**config.mk**
```make
export PLATFORM = sky130hd
export DESIGN_NAME = cb_inreq_flat
export DESIGN_NICKNAME = d
export VERILOG_FILES = /design/src/rtl/cb_inreq_if.sv /design/src/rtl/cb_inreq.sv /design/src/flat_wrapper.sv
export SDC_FILE = /design/constraint.sdc
export NUM_CORES = 1
export LEC_CHECK = 0
export BUFFER_PORTS_ARGS = -buffer_cell sky130_fd_sc_hd__buf_2
export CAP_MARGIN = 5
export CORE_UTILIZATION = 55
export DETAILED_ROUTE_END_ITERATION = 10
export PLACE_DENSITY = 0.76
export SLEW_MARGIN = 30
export SYNTH_ARGS = -nofsm -noshare
export SYNTH_HDL_FRONTEND = slang
export SYNTH_SLANG_ARGS = --single-unit
```
**constraint.sdc**
```tcl
create_clock -name clk -period 3.62 [get_ports clk]
set_input_delay 0 -clock clk [delete_from_list [all_inputs] [get_ports clk]]
set_output_delay 0 -clock clk [all_outputs]
set_load 0.02 [all_outputs]
```
**src/rtl/cb_inreq_if.sv**
```systemverilog
// Handshake bundle for one crossbar input channel: upstream flit push,
// crossbar request/grant, downstream credit return and error reporting.
interface cb_inreq_if #(
  parameter int DATAW = 64,
  parameter int VCHW  = 1
);
  logic             in_valid;
  logic [DATAW-1:0] in_data;
  logic [VCHW-1:0]  in_vch;
  logic [4:0]       in_dst;
  logic             in_ready;

  logic             req;
  logic [2:0]       port;
  logic [4:0]       multab;
  logic [4:0]       grt;

  logic [DATAW-1:0] idata;
  logic             ivalid;
  logic [VCHW-1:0]  ivch;

  logic [4:0]       cred_ret;
  logic             err;

  modport slave (
    input  in_valid, in_data, in_vch, in_dst, grt, cred_ret,
    output in_ready, req, port, multab, idata, ivalid, ivch, err
  );

  modport master (
    output in_valid, in_data, in_vch, in_dst, grt, cred_ret,
    input  in_ready, req, port, multab, idata, ivalid, ivch, err
  );
endinterface

```
**src/rtl/cb_inreq.sv**
```systemverilog
// Crossbar input-port requester: FIFO-buffered flits, multicast delivery over
// several grant cycles, and per-output credit tracking.
module cb_inreq #(
  parameter int DATAW   = 64,
  parameter int VCHW    = 1,
  parameter int DEPTH   = 4,
  parameter int CREDITS = 4
) (
  input  logic       clk,
  input  logic       rst_,
  cb_inreq_if.slave  bus
);

  localparam int AW = $clog2(DEPTH);
  localparam int CW = $clog2(CREDITS + 1);
  localparam logic [CW-1:0] CMAX     = CW'(CREDITS);
  localparam logic [AW:0]   FULL_CNT = (AW + 1)'(DEPTH);

  logic [DATAW-1:0] data_mem [DEPTH];
  logic [VCHW-1:0]  vch_mem  [DEPTH];
  logic [4:0]       dst_mem  [DEPTH];

  logic [AW-1:0] wr_ptr;
  logic [AW-1:0] rd_ptr;
  logic [AW:0]   count;
  logic [4:0]    served;
  logic [CW-1:0] cnt [5];
  logic          err_q;

  logic       full;
  logic       empty;
  logic       push;
  logic       pop;
  logic [4:0] grt;
  logic [4:0] cred_ret;
  logic [4:0] rem;
  logic [4:0] cnz;
  logic [4:0] elig;
  logic       req;
  logic [4:0] xfer;
  logic [2:0] port;
  logic       grant_err;
  logic       cred_err;
  logic       drop_err;

  assign grt      = bus.grt;
  assign cred_ret = bus.cred_ret;

  assign full  = (count == FULL_CNT);
  assign empty = (count == '0);
  assign push  = bus.in_valid && !full;

  // served tracks destinations already delivered for the current head only
  assign rem = empty ? 5'b0 : (dst_mem[rd_ptr] & ~served);

  always_comb begin
    cnz = '0;
    for (int i = 0; i < 5; i++) begin
      cnz[i] = (cnt[i] != '0);
    end
  end

  assign elig = rem & cnz;
  assign req  = !empty && (elig != 5'b0);
  assign xfer = grt & elig & {5{req}};
  assign pop  = !empty && ((rem & ~xfer) == 5'b0);

  always_comb begin
    port = '0;
    for (int i = 4; i >= 0; i--) begin
      if (elig[i]) begin
        port = 3'(i);
      end
    end
  end

  assign grant_err = req ? ((grt & ~elig) != 5'b0) : (grt != 5'b0);
  assign drop_err  = bus.in_valid && full;

  always_comb begin
    cred_err = 1'b0;
    for (int i = 0; i < 5; i++) begin
      if (cred_ret[i] && !xfer[i] && (cnt[i] == CMAX)) begin
        cred_err = 1'b1;
      end
    end
  end

  always_ff @(posedge clk) begin
    if (push) begin
      data_mem[wr_ptr] <= bus.in_data;
      vch_mem[wr_ptr]  <= bus.in_vch;
      dst_mem[wr_ptr]  <= bus.in_dst;
    end
  end

  always_ff @(posedge clk or negedge rst_) begin
    if (!rst_) begin
      wr_ptr <= '0;
      rd_ptr <= '0;
      count  <= '0;
    end else begin
      if (push) begin
        wr_ptr <= wr_ptr + AW'(1);
      end
      if (pop) begin
        rd_ptr <= rd_ptr + AW'(1);
      end
      case ({push, pop})
        2'b10:   count <= count + (AW + 1)'(1);
        2'b01:   count <= count - (AW + 1)'(1);
        default: count <= count;
      endcase
    end
  end

  always_ff @(posedge clk or negedge rst_) begin
    if (!rst_) begin
      served <= '0;
    end else if (pop) begin
      served <= '0;
    end else begin
      served <= served | xfer;
    end
  end

  // A grant consumes a credit and a return restores one; both together cancel
  always_ff @(posedge clk or negedge rst_) begin
    if (!rst_) begin
      for (int i = 0; i < 5; i++) begin
        cnt[i] <= CMAX;
      end
    end else begin
      for (int i = 0; i < 5; i++) begin
        if (xfer[i] && !cred_ret[i]) begin
          cnt[i] <= cnt[i] - CW'(1);
        end else if (!xfer[i] && cred_ret[i] && (cnt[i] != CMAX)) begin
          cnt[i] <= cnt[i] + CW'(1);
        end
      end
    end
  end

  always_ff @(posedge clk or negedge rst_) begin
    if (!rst_) begin
      err_q <= 1'b0;
    end else if (grant_err || cred_err || drop_err) begin
      err_q <= 1'b1;
    end
  end

  assign bus.in_ready = !full;
  assign bus.req      = req;
  assign bus.port     = port;
  assign bus.multab   = req ? elig : 5'b0;
  assign bus.idata    = data_mem[rd_ptr];
  assign bus.ivch     = vch_mem[rd_ptr];
  assign bus.ivalid   = (xfer != 5'b0);
  assign bus.err      = err_q;

endmodule

```
**src/flat_wrapper.sv**
```systemverilog
// flat-port wrapper written by rule: the top's interface ports become plain ports
module cb_inreq_flat 
#(
  parameter int DATAW   = 64,
  parameter int VCHW    = 1,
  parameter int DEPTH   = 4,
  parameter int CREDITS = 4
)
  (clk, rst_, bus_in_valid, bus_in_data, bus_in_vch, bus_in_dst, bus_grt, bus_cred_ret, bus_in_ready, bus_req, bus_port, bus_multab, bus_idata, bus_ivalid, bus_ivch, bus_err);
  cb_inreq_if #(.DATAW(DATAW), .VCHW(VCHW)) bus_i ();
  input  logic clk;
  input  logic rst_;
  input wire logic [$bits(bus_i.in_valid)-1:0] bus_in_valid;
  input wire logic [$bits(bus_i.in_data)-1:0] bus_in_data;
  input wire logic [$bits(bus_i.in_vch)-1:0] bus_in_vch;
  input wire logic [$bits(bus_i.in_dst)-1:0] bus_in_dst;
  input wire logic [$bits(bus_i.grt)-1:0] bus_grt;
  input wire logic [$bits(bus_i.cred_ret)-1:0] bus_cred_ret;
  output wire logic [$bits(bus_i.in_ready)-1:0] bus_in_ready;
  output wire logic [$bits(bus_i.req)-1:0] bus_req;
  output wire logic [$bits(bus_i.port)-1:0] bus_port;
  output wire logic [$bits(bus_i.multab)-1:0] bus_multab;
  output wire logic [$bits(bus_i.idata)-1:0] bus_idata;
  output wire logic [$bits(bus_i.ivalid)-1:0] bus_ivalid;
  output wire logic [$bits(bus_i.ivch)-1:0] bus_ivch;
  output wire logic [$bits(bus_i.err)-1:0] bus_err;
  assign bus_i.in_valid = bus_in_valid;
  assign bus_i.in_data = bus_in_data;
  assign bus_i.in_vch = bus_in_vch;
  assign bus_i.in_dst = bus_in_dst;
  assign bus_i.grt = bus_grt;
  assign bus_i.cred_ret = bus_cred_ret;
  assign bus_in_ready = bus_i.in_ready;
  assign bus_req = bus_i.req;
  assign bus_port = bus_i.port;
  assign bus_multab = bus_i.multab;
  assign bus_idata = bus_i.idata;
  assign bus_ivalid = bus_i.ivalid;
  assign bus_ivch = bus_i.ivch;
  assign bus_err = bus_i.err;
  cb_inreq #(.DATAW(DATAW), .VCHW(VCHW), .DEPTH(DEPTH), .CREDITS(CREDITS)) u_core (.clk(clk), .rst_(rst_), .bus(bus_i));
endmodule
```
==> impl_metrics.ini <==
[critical_path]
critPathKind = register to register
critical-path-top-delay-family = simple AND/OR/NAND/NOR gates
path_cells = mux4_2 > nor4b_4 > and2_2 > nand2b_1 > fa_1 > nor2b_1 > o21ai_0 > o21ai_0 > mux2i_1 > dlygate4sd3_1
crit_top_cell = o21ai_0
worst-path-max-fanout = 13
ff2ff_path_depth = 10
r2r_slack_ps = 250
cp.arrival_ps = 3840
r2r-end = u_core.cnt[8]$_DFFE_PN1P_
setup.worst_path.end = u_core.cnt[8]$_DFFE_PN1P_
critPathRequiredTime_ps = 4100
cp-startpoint = u_core.rd_ptr[0]$_DFFE_PN0N_
critPathBufInv = 1
max_stage_delay_ps = 600
start_kind = register
end_kind = register
cp.depth = 10
r2r-start = u_core.rd_ptr[0]$_DFFE_PN0N_
slowest_stage = dfrtp_4

[cells_and_area]
drive_gt1_frac = 0.344
nets = 984
syn_to_final_growth_pct = 25.0
post-route-cell-area_um2 = 15400
nFillCells = 1377

[sta]
min_period_over_period = 0.930
finalSetupTns_ps = 0
worst_slack_ps = 254
max_freq_ghz = 0.297
worst_pin_slew_ps = 789
skew_ps = 16.8
setup_viol = 0
hold_violations = 0
min_period_ps = 3370
relSlewSlack = 0.474
holdWs_ps = 18.5
slew_violations = 0
rsz0062_at_grt = no

[floorplan]
rows = 54
die_area_um2 = 23000
io_pins = 160
die_x_um = 152
dieHeight_um = 152
floorplan.initialDensity = 0.562
coreArea_um2 = 21900

[placement]
portBuffers = 159
dpl_worst_slack_ps = 463
gp_congestion = 0.837
dpl_cell_area_um2 = 13500
dp_hpwl_um = 15300

[synth]
yosysWarnings = 0
synth_cell_type_count = 60
ys_seq_area_frac = 0.741
postSynthCellCount = 625
synthFlopType = edfxtp_1
syn_area_per_cell_um2 = 19.7
synth_nets = 719
async_flop_share = 0.0909
yosysMostFrequentCell = edfxtp_1
synthTopCellsByCount = 280 x edfxtp_1, 67 x mux4_2, 24 x inv_1
yosys-top-cells-area = edfxtp_1 68%, mux4_2 12%, dfrtp_1 4.7%, mux2i_1 1.2%, dfstp_2 1.1%
yosys.area.top_type = edfxtp_1
synth-seq-cells = 308
synth_top_area_frac = 0.684
synth_edf_count = 280
synth_area_um2 = 12300

[hold_path]
min_path_type = input pin to async pin

[grt]
grtUsageTotal = 0.225
grt_pass1_vias = 7325
antenna_found_initial = 1
grt_max_degree = 54
grt_first_pass_wirelength_um = 38500
overflow = 0

[routing]
drc_errors = 0
drtIter0Drc = 347
drt-total-wl_um = 24700
antenna_left = 0
firstDrtPassIters = 4
wl_per_cell_um = 20.7
vias = 6827
via_per_inst = 5.71

[pwr]
finalPower_mw = 13.2
ir_worst_vdd_mv = 0.517
leakage_nw = 5.55
p_per_area_nw_per_um2 = 861

[clock_tree]
cts_tree = built
clk_pin_slew_ps = 60
cts_buffer_depth = 3
h-tree-depth = 1
numClockSinks = 308
numCtsBuffers = 31
cts-root-buf = clkbuf_16
clk_latency_ps = 560

[run_status]
status = finished clean

[job]
cap_violations = 0
## how the worst min path moves through the flow
| stage | from | to |
|---|---|---|
| 2_1_floorplan | rst_ | u_core.bus.err$_DFFE_PN0P_ |
| 3_3_place_gp | rst_ | u_core.cnt[9]$_DFFE_PN0P_ |
| 3_5_place_dp | rst_ | u_core.cnt[10]$_DFFE_PN0P_ |
| 4_1_cts | rst_ | u_core.cnt[12]$_DFFE_PN0P_ |
| 5_1_grt | rst_ | u_core.cnt[9]$_DFFE_PN0P_ |
| 6_report | rst_ | u_core.cnt[9]$_DFFE_PN0P_ |
## cell usage in the layout, fill, tap and decap left out, types with 6 or more instances in the layout
master / n
fa_1: 6
nand3_1: 8
buf_2: 159
mux2i_1: 15
clkbuf_16: 31
or3_1: 7
clkinv_1: 7
dlygate4sd3_1: 86
nor2_1: 11
o21ai_0: 14
nand2_1: 18
inv_1: 24
xnor2_1: 7
edfxtp_1: 280
nand2b_1: 7
mux4_2: 67
a21oi_1: 16
clkinv_2: 7
dfrtp_1: 21
and2_1: 7
buf_4: 10
## repair_timing
item | 4_1_cts | 5_1_grt
endpoints found under the hold margin | 331 | 0
endpoints found under the setup margin | 0 | 1
setup buffers | 0 | 0
resized for setup | 0 | 1
hold buffers | 86 | 0
## per-stage QoR
stage          std cells   util
2_1_floorplan        625      -
3_3_place_gp        1050  0.614
3_5_place_dp        1051  0.615
4_1_cts             1195  0.702
5_1_grt             1196  0.702
6_report            1196  0.702
## cells by family after synthesis
| kind of cell | Yosys count | share of synthesized area |
|---|---|---|
| compound gates | 63 | 0.0345 |
| simple gates | 96 | 0.0455 |
| flops | 308 | 0.741 |
| mux | 88 | 0.140 |
| xor+xnor | 10 | 0.00712 |
| fa+ha+maj | 11 | 0.0149 |
| buf+inv | 49 | 0.0166 |
## flip-flops by register name, indices dropped and copies added (netlist names)
signal           count
u_core.data_mem    256
u_core.dst_mem      20
u_core.cnt          15
u_core.served        5
u_core.vch_mem       4
u_core.count         3
u_core.rd_ptr        2
u_core.wr_ptr        2
u_core.bus.err       1
## layer usage
layer | global-route usage | vias up | part of all wire
met3 | 0.0467 | 45 | 0.067
li1 | - | 3056 | -
met2 | 0.392 | 222 | 0.52
met1 | 0.287 | 3504 | 0.40
met5 | 0 | - | 0
met4 | 0.0604 | 0 | 0.020
## cell type report
type	instances	area, um2	area share
sequential	308	9120	0.593
multi-input combinational	268	3000	0.195
timing repair buffer	256	1750	0.114
clock buffer	33	783	0.0509
tap	280	350	0.0228
clock inverter	25	270	0.0176
inverter	25	93.8	0.00610
antenna	1	2.50	0.000163
## worst reg2reg max path: stages, from the launching register on
cell,delay [ps]
dfrtp_4,600
mux4_2,390
nor4b_4,360
and2_2,350
nand2b_1,100
fa_1,390
nor2b_1,200
o21ai_0,110
o21ai_0,160
mux2i_1,90
dlygate4sd3_1,550
## report_power, final
group	internal, mW	switching [mW]
combinational	1.99	2.83
sequential	4.78	0.403
clock	1.93	1.30
Note: power is estimated with default switching activity, not from simulation.
